[src/rtl/clk_div_prog_if.sv]
// clk_div_prog_if: divisor configuration bus for clk_div_prog
//  cfg_we   write strobe for a new divisor
//  cfg_ch   channel the write targets
//  cfg_div  new divisor N (0 and 1 are clamped to 2 by the divider)
//  cfg_pend per-channel flag, 1 while a written divisor is not yet active
interface clk_div_prog_if #(
  parameter int NUM_CH = 3,
  parameter int CNT_W  = 26
);
  localparam int CH_W = NUM_CH > 1 ? $clog2(NUM_CH) : 1;
  logic              cfg_we;
  logic [CH_W-1:0]   cfg_ch;
  logic [CNT_W-1:0]  cfg_div;
  logic [NUM_CH-1:0] cfg_pend;
  modport master (output cfg_we, cfg_ch, cfg_div, input cfg_pend);
  modport slave  (input cfg_we, cfg_ch, cfg_div, output cfg_pend);
endinterface

[src/rtl/clk_div_prog.sv]
// clk_div_prog: multi-channel programmable clock divider with glitch-free divisor updates
//  clk, rst     system clock, asynchronous active-high reset
//  en_i         per-channel run enable
//  sync_clr_i   phase clear of every channel
//  cfg          divisor write bus (slave side), reports pending divisors
//  clk_out_o    registered divided clocks, low floor(N/2) then high for the rest
//  tick_o       one-cycle pulse coincident with each clk_out_o rise
module clk_div_prog #(
  parameter int NUM_CH = 3,
  parameter int CNT_W  = 26,
  parameter logic [NUM_CH*CNT_W-1:0] DIV_INIT = {26'd50_000_000, 26'd50_000, 26'd5}
) (
  input  logic              clk,
  input  logic              rst,
  input  logic [NUM_CH-1:0] en_i,
  input  logic              sync_clr_i,
  clk_div_prog_if.slave     cfg,
  output logic [NUM_CH-1:0] clk_out_o,
  output logic [NUM_CH-1:0] tick_o
);
  localparam int CH_W = NUM_CH > 1 ? $clog2(NUM_CH) : 1;
  logic [NUM_CH-1:0] pend_v;
  assign cfg.cfg_pend = pend_v;
  for (genvar c = 0; c < NUM_CH; c++) begin : g_ch
    logic [CNT_W-1:0] cnt_q, cnt_d, act_q, act_d, pend_q, pend_d, nxt, half;
    logic clk_q, clk_d, tick_q, tick_d, wrap, run, wr;
    assign half = act_q >> 1;
    assign wrap = cnt_q == act_q - CNT_W'(1);
    assign wr   = cfg.cfg_we && cfg.cfg_ch == CH_W'(c);
    assign run  = en_i[c] && !sync_clr_i;
    always_comb begin
      nxt    = wrap ? '0 : cnt_q + CNT_W'(1);
      pend_d = wr ? (cfg.cfg_div < CNT_W'(2) ? CNT_W'(2) : cfg.cfg_div) : pend_q;
      cnt_d  = run ? nxt : '0;
      clk_d  = run && nxt >= half;
      tick_d = run && nxt == half;
      // a stopped or cleared channel adopts the pending divisor immediately;
      // a running one only at wrap, reading the old pend_q so a same-edge write waits a period
      act_d  = (!run || wrap) ? pend_q : act_q;
    end
    always_ff @(posedge clk or posedge rst)
      if (rst) begin
        cnt_q  <= '0;
        clk_q  <= 1'b0;
        tick_q <= 1'b0;
        act_q  <= DIV_INIT[c*CNT_W +: CNT_W];
        pend_q <= DIV_INIT[c*CNT_W +: CNT_W];
      end else begin
        cnt_q  <= cnt_d;
        clk_q  <= clk_d;
        tick_q <= tick_d;
        act_q  <= act_d;
        pend_q <= pend_d;
      end
    assign clk_out_o[c] = clk_q;
    assign tick_o[c]    = tick_q;
    assign pend_v[c]    = pend_q != act_q;
  end
endmodule
[src/flat_wrapper.sv]
// flat-port wrapper written by rule: the top's interface ports become plain ports
module clk_div_prog_flat 
#(
  parameter int NUM_CH = 3,
  parameter int CNT_W  = 26,
  parameter logic [NUM_CH*CNT_W-1:0] DIV_INIT = {26'd50_000_000, 26'd50_000, 26'd5}
)
  (clk, rst, en_i, sync_clr_i, clk_out_o, tick_o, cfg_cfg_we, cfg_cfg_ch, cfg_cfg_div, cfg_cfg_pend);
  clk_div_prog_if #(.NUM_CH(NUM_CH), .CNT_W(CNT_W)) cfg_i ();
  input  logic clk;
  input  logic rst;
  input  logic [NUM_CH-1:0] en_i;
  input  logic sync_clr_i;
  output logic [NUM_CH-1:0] clk_out_o;
  output logic [NUM_CH-1:0] tick_o;
  input wire logic [$bits(cfg_i.cfg_we)-1:0] cfg_cfg_we;
  input wire logic [$bits(cfg_i.cfg_ch)-1:0] cfg_cfg_ch;
  input wire logic [$bits(cfg_i.cfg_div)-1:0] cfg_cfg_div;
  output wire logic [$bits(cfg_i.cfg_pend)-1:0] cfg_cfg_pend;
  assign cfg_i.cfg_we = cfg_cfg_we;
  assign cfg_i.cfg_ch = cfg_cfg_ch;
  assign cfg_i.cfg_div = cfg_cfg_div;
  assign cfg_cfg_pend = cfg_i.cfg_pend;
  clk_div_prog #(.NUM_CH(NUM_CH), .CNT_W(CNT_W), .DIV_INIT(DIV_INIT)) u_core (.clk(clk), .rst(rst), .en_i(en_i), .sync_clr_i(sync_clr_i), .cfg(cfg_i), .clk_out_o(clk_out_o), .tick_o(tick_o));
endmodule
[config.mk]
export PLATFORM = sky130hd
export DESIGN_NAME = clk_div_prog_flat
export DESIGN_NICKNAME = d
export VERILOG_FILES = /design/src/rtl/clk_div_prog_if.sv /design/src/rtl/clk_div_prog.sv /design/src/flat_wrapper.sv
export SDC_FILE = /design/constraint.sdc
export NUM_CORES = 1
export LEC_CHECK = 0
export BUFFER_PORTS_ARGS = -buffer_cell sky130_fd_sc_hd__buf_2
export CORE_MARGIN = 5
export CORE_UTILIZATION = 45
export CTS_CLUSTER_DIAMETER = 150
export DETAILED_ROUTE_END_ITERATION = 7
export GPL_TIMING_DRIVEN = 0
export PLACE_DENSITY = 0.7
export SYNTH_ARGS = -nofsm -noshare
export SYNTH_HDL_FRONTEND = slang
export SYNTH_SLANG_ARGS = --single-unit
[constraint.sdc]
create_clock -name clk -period 10.95 [get_ports clk]
set_input_delay 2.19 -clock clk [delete_from_list [all_inputs] [get_ports clk]]
set_output_delay 2.19 -clock clk [all_outputs]
set_load 0.01 [all_outputs]
== Yosys cells after proc, flatten, opt, wreduce, memory -nomap -nowiden ==
Cells that the tools add are included.
Storage, ports and cells
  flip-flop bits (word level): 240
Cells by class
  $add $sub $neg: 6
  reduce and logical (&&, ||, !) cells: 20
  equality and inequality tests: 11
  order comparisons: 4
  multiplexer cells: 7
Operator list (count)
  $mux 26: 7
  $add 26x1->26 const B: 3
  $eq 26x25->1: 3
  $eq 26x26->1: 3
  $ge 26x25->1: 3
  $ne 26x26->1: 3
  $sub 26x1->26 const B: 3
  $lt 26x2->1 const B: 1
  $logic_and 1x1->1: 12
  $logic_not 1->1: 4
  $logic_or 1x1->1: 3
  $eq 2x1->1 const B: 1
  $eq 2x2->1 const B: 1
  $logic_not 2->1: 1

== Logic depth before layout (Yosys ltp) ==
Gate-level depths: netlist of the first run.
  word-level depth: 5
  mapped depth: 21
  gate-level depth less buffers: 19

== Worst setup path after synthesis of the first run ==
No wires, ideal clock.
  path type: flip-flop to flip-flop
  start point: reg u_core.g_ch[1].act_q[2]
  end point: reg u_core.g_ch[1].clk_q
  period minus slack after synthesis: 4923 ps
  data arrival time: 4787 ps
  stages on the path, launching flop included: 20
  library setup time: 137 ps
  path slack: 6027 ps
  cells stage by stage: dfrtp_1 > clkbuf_1 > nor4_2 > nand4_1 > nor4b_1 > xnor2_1 > nand4_1 > or4_1 > nor2_1 > clkbuf_1 > nor2_1 > ha_1 > a21o_1 > a21o_1 > a21oi_1 > nor2_1 > o41ai_1 > o211ai_1 > a21oi_1 > o32ai_1
Between the ends
  longest elaborated chain between the ends: 5
RTL lines
  start: declaration: line clk_div_prog.sv:25  | logic [CNT_W-1:0] cnt_q, cnt_d, act_q, act_d, pend_q, pend_d, nxt, half;
  start signal: assignment: line clk_div_prog.sv:46  | act_q <= DIV_INIT[c*CNT_W +: CNT_W];
  start signal: assignment: line clk_div_prog.sv:52  | act_q <= act_d;
  $sub 26x1->26: line clk_div_prog.sv:28  | assign wrap = cnt_q == act_q - CNT_W'(1);
  $eq 26x26->1: line clk_div_prog.sv:28
  $mux 26: line clk_div_prog.sv:32  | nxt = wrap ? '0 : cnt_q + CNT_W'(1);
  $ge 26x25->1 (*): line clk_div_prog.sv:35  | clk_d = run && nxt >= half;
  $logic_and 1x1->1 (*): line clk_div_prog.sv:35
  named net u_core.g_ch[1].clk_d: line clk_div_prog.sv:26  | logic clk_q, clk_d, tick_q, tick_d, wrap, run, wr;
  end signal: assignment: line clk_div_prog.sv:50  | clk_q <= clk_d;
  end: declaration: line clk_div_prog.sv:26
Mark *: on every way through the listed nets, which the timed path passes. The rest lies on a longest branch.
A chain may end at the register's enable or synchronous reset.

== Final worst setup path of the first run ==
Ends and elaborated chain as after synthesis.

==> results of run 1 <==
==> power by group <==
| part | switching (mW) | internal, mW |
|---|---|---|
| clock | 0.378 | 0.510 |
| sequential | 0.115 | 1.03 |
| combinational | 0.418 | 0.326 |
| total | 0.911 | 1.86 |
==> final cells by class <==
type	instances	area share, %
Buffer	104	2.67
Clock buffer	38	4.34
Clock inverter	12	0.646
Inverter	93	2.05
Multi-Input combinational cell	1208	50.7
Sequential cell	240	34.8
Tap cell	455	3.27
Timing Repair Buffer	45	1.55
==> flip-flops by register name, indices dropped and copies added, names as in the netlist <==
name,flops
u_core.g_ch.clk_q,3
u_core.g_ch.tick_q,3
u_core.g_ch.act_q,78
u_core.g_ch.cnt_q,78
u_core.g_ch.pend_q,78
==> Yosys cell counts, drive strengths merged (20+ instances only) <==
cell type / instances / area share, %
and3: 20 / 0.80
nor3: 43 / 1.4
dfstp: 40 / 6.7
nand2: 47 / 1.1
buf: 27 / 1.1
ha: 81 / 6.5
dfrtp: 200 / 32
mux2: 151 / 11
xnor2: 145 / 8.1
nor2: 205 / 4.9
nand3: 59 / 1.9
nor4: 39 / 1.7
o21ai: 46 / 1.5
xor2: 101 / 5.6
clkbuf: 77 / 1.8
nand4: 65 / 2.6
a21oi: 36 / 1.1
inv: 93 / 2.2
a21o: 22 / 1.1
==> routing by layer <==
layer / GRT usage (%) / share of wire [%] / vias up
met4: 5.16 / 2.8 / 0
li1: - / - / 5882
met2: 33.2 / 47 / 319
met1: 27.1 / 45 / 5962
met3: 2.92 / 4.5 / 75
met5: 0 / 0 / -
==> through the flow <==
step / power [mW] / setup slack [ns]
3_3_place_gp: 1.86 / -0.376
3_5_place_dp: 1.89 / 4.54
5_1_grt: 2.93 / 3.95
6_report: 2.78 / 4.37
2_1_floorplan: 1.69 / 2.24
4_1_cts: 2.79 / 4.53
==> final timing paths <==
check / start / endpoint / slack (ns)
worst max register to register: u_core.g_ch[1].act_q[2] / u_core.g_ch[1].clk_q / 4.37
worst max-delay path: u_core.g_ch[1].act_q[2] / u_core.g_ch[1].clk_q / 4.37
worst min-delay path: u_core.g_ch[2].pend_q[0] / u_core.g_ch[2].pend_q[0] / 0.52
max in group asynchronous: rst / u_core.g_ch[0].pend_q[4] / 8.13
worst min register to register: u_core.g_ch[2].pend_q[0] / u_core.g_ch[2].pend_q[0] / 0.52
min in group asynchronous: rst / u_core.g_ch[1].cnt_q[21] / 1.80
==> worst min-delay path, delay by kind of cell (launching register included) <==
kind / cells / cell delay, ns
flops: 1 / 0.37
compound gates: 1 / 0.06
simple gates: 1 / 0.05
==> cell families after synthesis <==
group	Yosys count	share of synthesized area (%)
and+or+nand+nor	551	17.7
muxes	156	11.1
buffers and inverters	197	5.19
xor gates and xnor gates	246	13.7
AOI/OAI and AO/OA	174	7.23
DFF	240	38.6
adders and majority gates	81	6.45
==> impl_metrics.py, run 1 <==
metrics = {
    "place": {
        "placement.cell_area_mm2": 0.0166,
        "buffer_ports.inserted": 43,
        "hpwl_um": 29900,
        "numPlacedInstances": 2145,
        "routabilityCongestion": 0.899,
    },
    "die": {
        "coreArea_mm2": 0.0345,
        "dieWidth_um": 197,
        "io_pins": 44,
        "die_height_um": 197,
        "start_util_pct": 45.5,
        "rows": 68,
        "die_outline_area_mm2": 0.0387,
    },
    "pwr": {
        "static_leakage_nw": 7.58,
        "pwr_density_cell_mw_per_mm2": 159,
        "ir_worst_vdd_uv": 121,
    },
    "min_path": {
        "timing.hold.worst.class": "flop to flop",
        "timing.hold.worst_path_depth": 2,
    },
    "finish": {
        "drive_above_1_share_pct": 16.8,
        "most_common_cell_after_layout_fill_and_taps_aside": "nor2_1",
        "final-seq-area_mm2": 0.00606,
        "final_net_count": 1835,
        "final_core_util_pct": 50.4,
        "syn2layout_area_growth_pct": 10.9,
        "most_used_cells_in_the_layout_excluding_fill_and_tap_cells": "nor2_1, dfrtp_1, xnor2_1, mux2_2, xor2_1",
        "multi_input_gate_area_mm2": 0.00884,
        "fillers": 3234,
        "finish.cell_count_without_fillers": 2195,
        "final_cell_area_mm2": 0.0174,
        "antenna_cells": 0,
    },
    "global_routing": {
        "grt.total_usage_pct": 19.8,
        "grt_max_degree": 128,
        "grt_first_pass_wirelength_um": 63100,
        "number_of_antenna_violations_at_the_first_check_in_global_routing": 0,
        "grt_overflow": 0,
        "first_global_vias": 12200,
    },
    "cts": {
        "clock-sinks": 240,
        "cts_resized": 0,
        "cts_htree_levels": 1,
        "clkSlewWorstSetupHoldPaths_ns": 0.07,
        "cts_hold_buffers": 0,
        "worstSkewPairLatency_ns": 0.56,
        "cts_buffer_depth": 3,
        "clk_root_buffer_cell": "clkbuf_16",
        "cts_inserted_buffers": 27,
        "postCtsSetupBuffers": 0,
        "clock_tree_from_tritoncts": "built",
    },
    "route": {
        "drt_pass1_iterations": 5,
        "detail-route-antenna-nets": 0,
        "remaining_drc_errors": 0,
        "vias": 12200,
        "vias_per_cell": 5.58,
        "detail_route.wirelength_um": 39200,
        "first_iter_violations": 1011,
        "post_drt_wl_per_cell_um": 17.8,
    },
    "sta": {
        "grt_setup_unrepaired": "no",
        "worst_slew_pin_slew_ns": 1.20,
        "max-slew-margin-rel_pct": 19.3,
        "tns_ns": 0,
        "finalSetupViolCount": 0,
        "hold_viol": 0,
        "max_freq_mhz": 152,
        "report.final.slew_viol_count": 0,
        "timing.clock.skew_ns": 0.0164,
        "hold_slack_ns": 0.518,
        "finalWorstPathRequiredPeriod_ns": 6.58,
        "fin_crit_sh_pct": 60.1,
    },
    "critical_path": {
        "path_common_cell": "nand4_1",
        "cp.required_ns": 11.39,
        "timing.critical_path.depth": 18,
        "critical-path-slowest-cell": "nor4_2",
        "reg2reg_depth": 18,
        "worst_ep_arrival_time_ns": 7.02,
        "timing.critical_path.to_type": "flop",
        "timing.critical_path.cells": "clkbuf_1 -> nor4_2 -> nand4_1 -> nor4b_1 -> xnor2_1 -> nand4_1 -> or4_1 -> nor2_1 -> clkbuf_1 -> nor2_1 -> ha_1 -> nand4_1 -> or2_2 -> nor4_1 -> o41ai_1 -> o211ai_1 -> a21oi_1 -> o32ai_1",
        "timing.critical_path.buf_inv": 2,
        "critical_path.top_delay_family": "simple AND/OR/NAND/NOR gates",
        "startpoint_type": "flop",
        "critical_path.max_fanout": 10,
        "cpPeakStageDelay_ns": 0.89,
        "path_class": "flop to flop",
    },
    "yosys": {
        "dominantRegCellSynth": "dfrtp_1",
        "synthesis.instances": 1645,
        "ys_ff_latch": 240,
        "synth-edff-count": 0,
        "synthesized_cell_area_mm2": 0.0157,
        "synth_nets": 1761,
        "ys.warnings.count": 0,
        "postSynth.asyncResetShare_pct": 100,
        "yosysUniqueCellTypes": 65,
        "post_synth.cell_area_avg_um2": 9.55,
        "synth_sequential_area_ratio_pct": 38.6,
    },
    "flow_run": {
        "cap_violations": 0,
    },
    "status": {
        "status": "completed",
    },
}
(Power assumes the default switching activity.)
==> inputs of run 2 (changes only) <==
--- a/config.mk
+++ b/config.mk
@@ -11,7 +11,7 @@
 export CTS_CLUSTER_DIAMETER = 150
 export DETAILED_ROUTE_END_ITERATION = 7
 export GPL_TIMING_DRIVEN = 0
-export PLACE_DENSITY = 0.7
+export PLACE_DENSITY = 0.72
 export SYNTH_ARGS = -nofsm -noshare
 export SYNTH_HDL_FRONTEND = slang
 export SYNTH_SLANG_ARGS = --single-unit
==> constraint.sdc (replaced) <==
create_clock -name clk -period 5.7 [get_ports clk]
set_input_delay 1.14 -clock clk [delete_from_list [all_inputs] [get_ports clk]]
set_output_delay 1.14 -clock clk [all_outputs]
set_load 0.01 [all_outputs]
==> run 2 against run 1 <==
Utilization up 1.1 points. Sequential power up 94%. Clock power up 120%. Via count up 1.7%. Sequential share of layout area down 0.73 points. Cell area up 2.1%. Wire length up 2.6%. Non-clock buffer count up 11. Worst setup slack worse by 4.1 ns. Power up 100%. Combinational power up 99%. Hold slack worse by 0.0031 ns.
==> impl_metrics.py, run 2 (synthesized netlist as in run 1, its figures left out) <==
metrics = {
    "route": {
        "vias_per_cell": 5.64,
        "first_iter_violations": 1074,
        "drt_pass1_iterations": 6,
        "remaining_drc_errors": 0,
        "detail-route-antenna-nets": 0,
        "post_drt_wl_per_cell_um": 18.2,
        "vias": 12400,
        "detail_route.wirelength_um": 40200,
    },
    "place": {
        "routabilityCongestion": 0.893,
        "hpwl_um": 30700,
        "placement.cell_area_mm2": 0.0166,
        "buffer_ports.inserted": 43,
    },
    "sta": {
        "max-slew-margin-rel_pct": 38.6,
        "fin_crit_sh_pct": 94.8,
        "max_freq_mhz": 185,
        "worst_slew_pin_slew_ns": 0.912,
        "timing.clock.skew_ns": 0.0116,
        "finalSetupViolCount": 0,
        "hold_viol": 0,
        "hold_slack_ns": 0.515,
        "finalWorstPathRequiredPeriod_ns": 5.40,
        "report.final.slew_viol_count": 0,
    },
    "global_routing": {
        "grt.total_usage_pct": 20.3,
        "number_of_antenna_violations_at_the_first_check_in_global_routing": 0,
        "grt_first_pass_wirelength_um": 64500,
        "grt_overflow": 0,
        "busiest_layer": "met2",
        "use_met2_pct": 33.8,
        "gr-usage-met3_pct": 2.74,
        "fraction_of_met1_tracks_used_by_global_routing_pct": 27.9,
        "grt_max_degree": 39,
        "first_global_vias": 12200,
    },
    "critical_path": {
        "reg2reg_depth": 20,
        "startpoint_type": "flop",
        "worst_setup_path_startpoint": "u_core.g_ch[2].act_q[3]",
        "path_class": "flop to flop",
        "cp-endpoint": "u_core.g_ch[2].clk_q",
        "cpPeakStageDelay_ns": 0.49,
        "timing.critical_path.cells": "clkbuf_1 -> nor4_4 -> and2_1 -> buf_2 -> a21oi_1 -> a211o_1 -> a2111oi_0 -> o2111ai_1 -> nor2_2 -> buf_1 -> nor2_1 -> ha_1 -> nor2b_1 -> o21a_1 -> o21ai_0 -> a21oi_1 -> o21ai_0 -> a21oi_1 -> o21ai_0 -> o21ai_0",
        "worst_ep_arrival_time_ns": 5.82,
        "path_common_cell": "o21ai_0",
        "r2r-end": "u_core.g_ch[2].clk_q",
        "cp.required_ns": 6.12,
        "r2r_start": "u_core.g_ch[2].act_q[3]",
        "critical_path.max_fanout": 10,
        "critical-path-slowest-cell": "a2111oi_0",
        "timing.reg2reg.setup_slack_ns": 0.30,
        "timing.critical_path.to_type": "flop",
    },
    "pwr": {
        "ir_worst_vdd_uv": 244,
        "pwr_density_cell_mw_per_mm2": 316,
        "static_leakage_nw": 7.74,
    },
    "finish": {
        "most_used_cells_in_the_layout_excluding_fill_and_tap_cells": "nor2_1, dfrtp_1, xnor2_1, mux2_2, xor2_1",
        "most_common_cell_after_layout_fill_and_taps_aside": "nor2_1",
        "reg.largest.list": "u_core.g_ch.act_q (78), u_core.g_ch.cnt_q (78), u_core.g_ch.pend_q (78)",
        "final_cell_area_mm2": 0.0178,
        "final_net_count": 1846,
        "syn2layout_area_growth_pct": 13.3,
        "drive_above_1_share_pct": 18.5,
        "antenna_cells": 0,
    },
    "die": {
        "rows": 68,
        "die_outline_area_mm2": 0.0387,
        "coreArea_mm2": 0.0345,
        "io_pins": 44,
        "die_height_um": 197,
        "start_util_pct": 45.5,
        "dieWidth_um": 197,
    },
    "flow_run": {
        "cap_violations": 0,
    },
    "min_path": {
        "timing.hold.worst.class": "flop to flop",
    },
    "cts": {
        "clock_tree_from_tritoncts": "built",
        "cts_htree_levels": 1,
        "cts_buffer_depth": 3,
        "clock-sinks": 240,
        "clkSlewWorstSetupHoldPaths_ns": 0.06,
        "cts_inserted_buffers": 27,
        "worstSkewPairLatency_ns": 0.55,
        "clk_root_buffer_cell": "clkbuf_16",
    },
    "status": {
        "status": "completed",
    },
}
-- run 2: cell types whose count changed in the layout (fill, tap and decap cells not counted), sizes merged --
cell / before / now
clkbuf: 115 / 106
inv: 97 / 95
bufinv: 1 / 6
clkinvlp: 2 / 5
buf: 72 / 85
-- run 2: final cells by class --
cell class	count	area [um^2]
fillers	3108	16700
multi-input cells	1208	8950
flip-flops and latches	240	6060
clock buffers	31	721
well taps	455	569
plain buffers	103	468
repair buffers	57	408
inverters	93	353
clock inverters	18	273
-- run 2: worst min-delay path by stage --
stage | start | to | slack [ns] | depth (start not counted)
6_report | u_core.g_ch[0].pend_q[0] | u_core.g_ch[0].pend_q[0] | 0.52 | 2
5_1_grt | u_core.g_ch[0].pend_q[0] | u_core.g_ch[0].act_q[0] | 0.53 | 2
4_1_cts | u_core.g_ch[0].pend_q[0] | u_core.g_ch[0].pend_q[0] | 0.52 | 2
3_5_place_dp | u_core.g_ch[0].pend_q[0] | u_core.g_ch[0].pend_q[0] | 0.50 | 2
3_3_place_gp | u_core.g_ch[0].pend_q[0] | u_core.g_ch[0].pend_q[0] | 0.49 | 2
2_1_floorplan | u_core.g_ch[0].pend_q[0] | u_core.g_ch[0].pend_q[0] | 0.47 | 2
-- run 2: per-stage QoR --
step	power, mW	utilization, %	TNS (ns)	worst slack, ns	cells
floorplan	3.25	-	0	0.777	1645
detailed placement	3.65	48.2	-1.55	-0.771	2150
global route	5.90	51.5	-0.0587	-0.0587	2205
global placement	3.58	47.8	-1.05	-0.562	2143
CTS	5.62	51.2	0	0.0162	2200
finish	5.62	51.5	0	0.298	2205
-- run 2: report_power, final --
| part | total (mW) | switching, mW | internal (mW) |
|---|---|---|---|
| combinational | 1.48 | 0.838 | 0.641 |
| sequential | 2.21 | 0.231 | 1.98 |
| clock | 1.93 | 0.744 | 1.19 |
| total | 5.62 | 1.81 | 3.80 |
-- run 2: critical path, delay by kind of cell, from the launching register on --
family	cells	cell delay, ns
and+or+nand+nor	5	1.37
DFF	1	0.36
AOI/OAI and AO/OA	11	2.28
adders and majority gates	1	0.31
buffers and inverters	3	0.93
-- run 2: metal layers --
layer | vias up | share of wire, %
li1 | 5894 | -
met1 | 6081 | 44
met2 | 376 | 47
met3 | 92 | 5.6
met4 | 0 | 3.1
met5 | - | 0
-- run 2: timing repair --
item,in CTS,in global routing
pin swaps,2,3
resized for setup,10,15
setup endpoints to repair,5,5
cloned,0,0
setup buffers,1,6
hold buffers,0,0
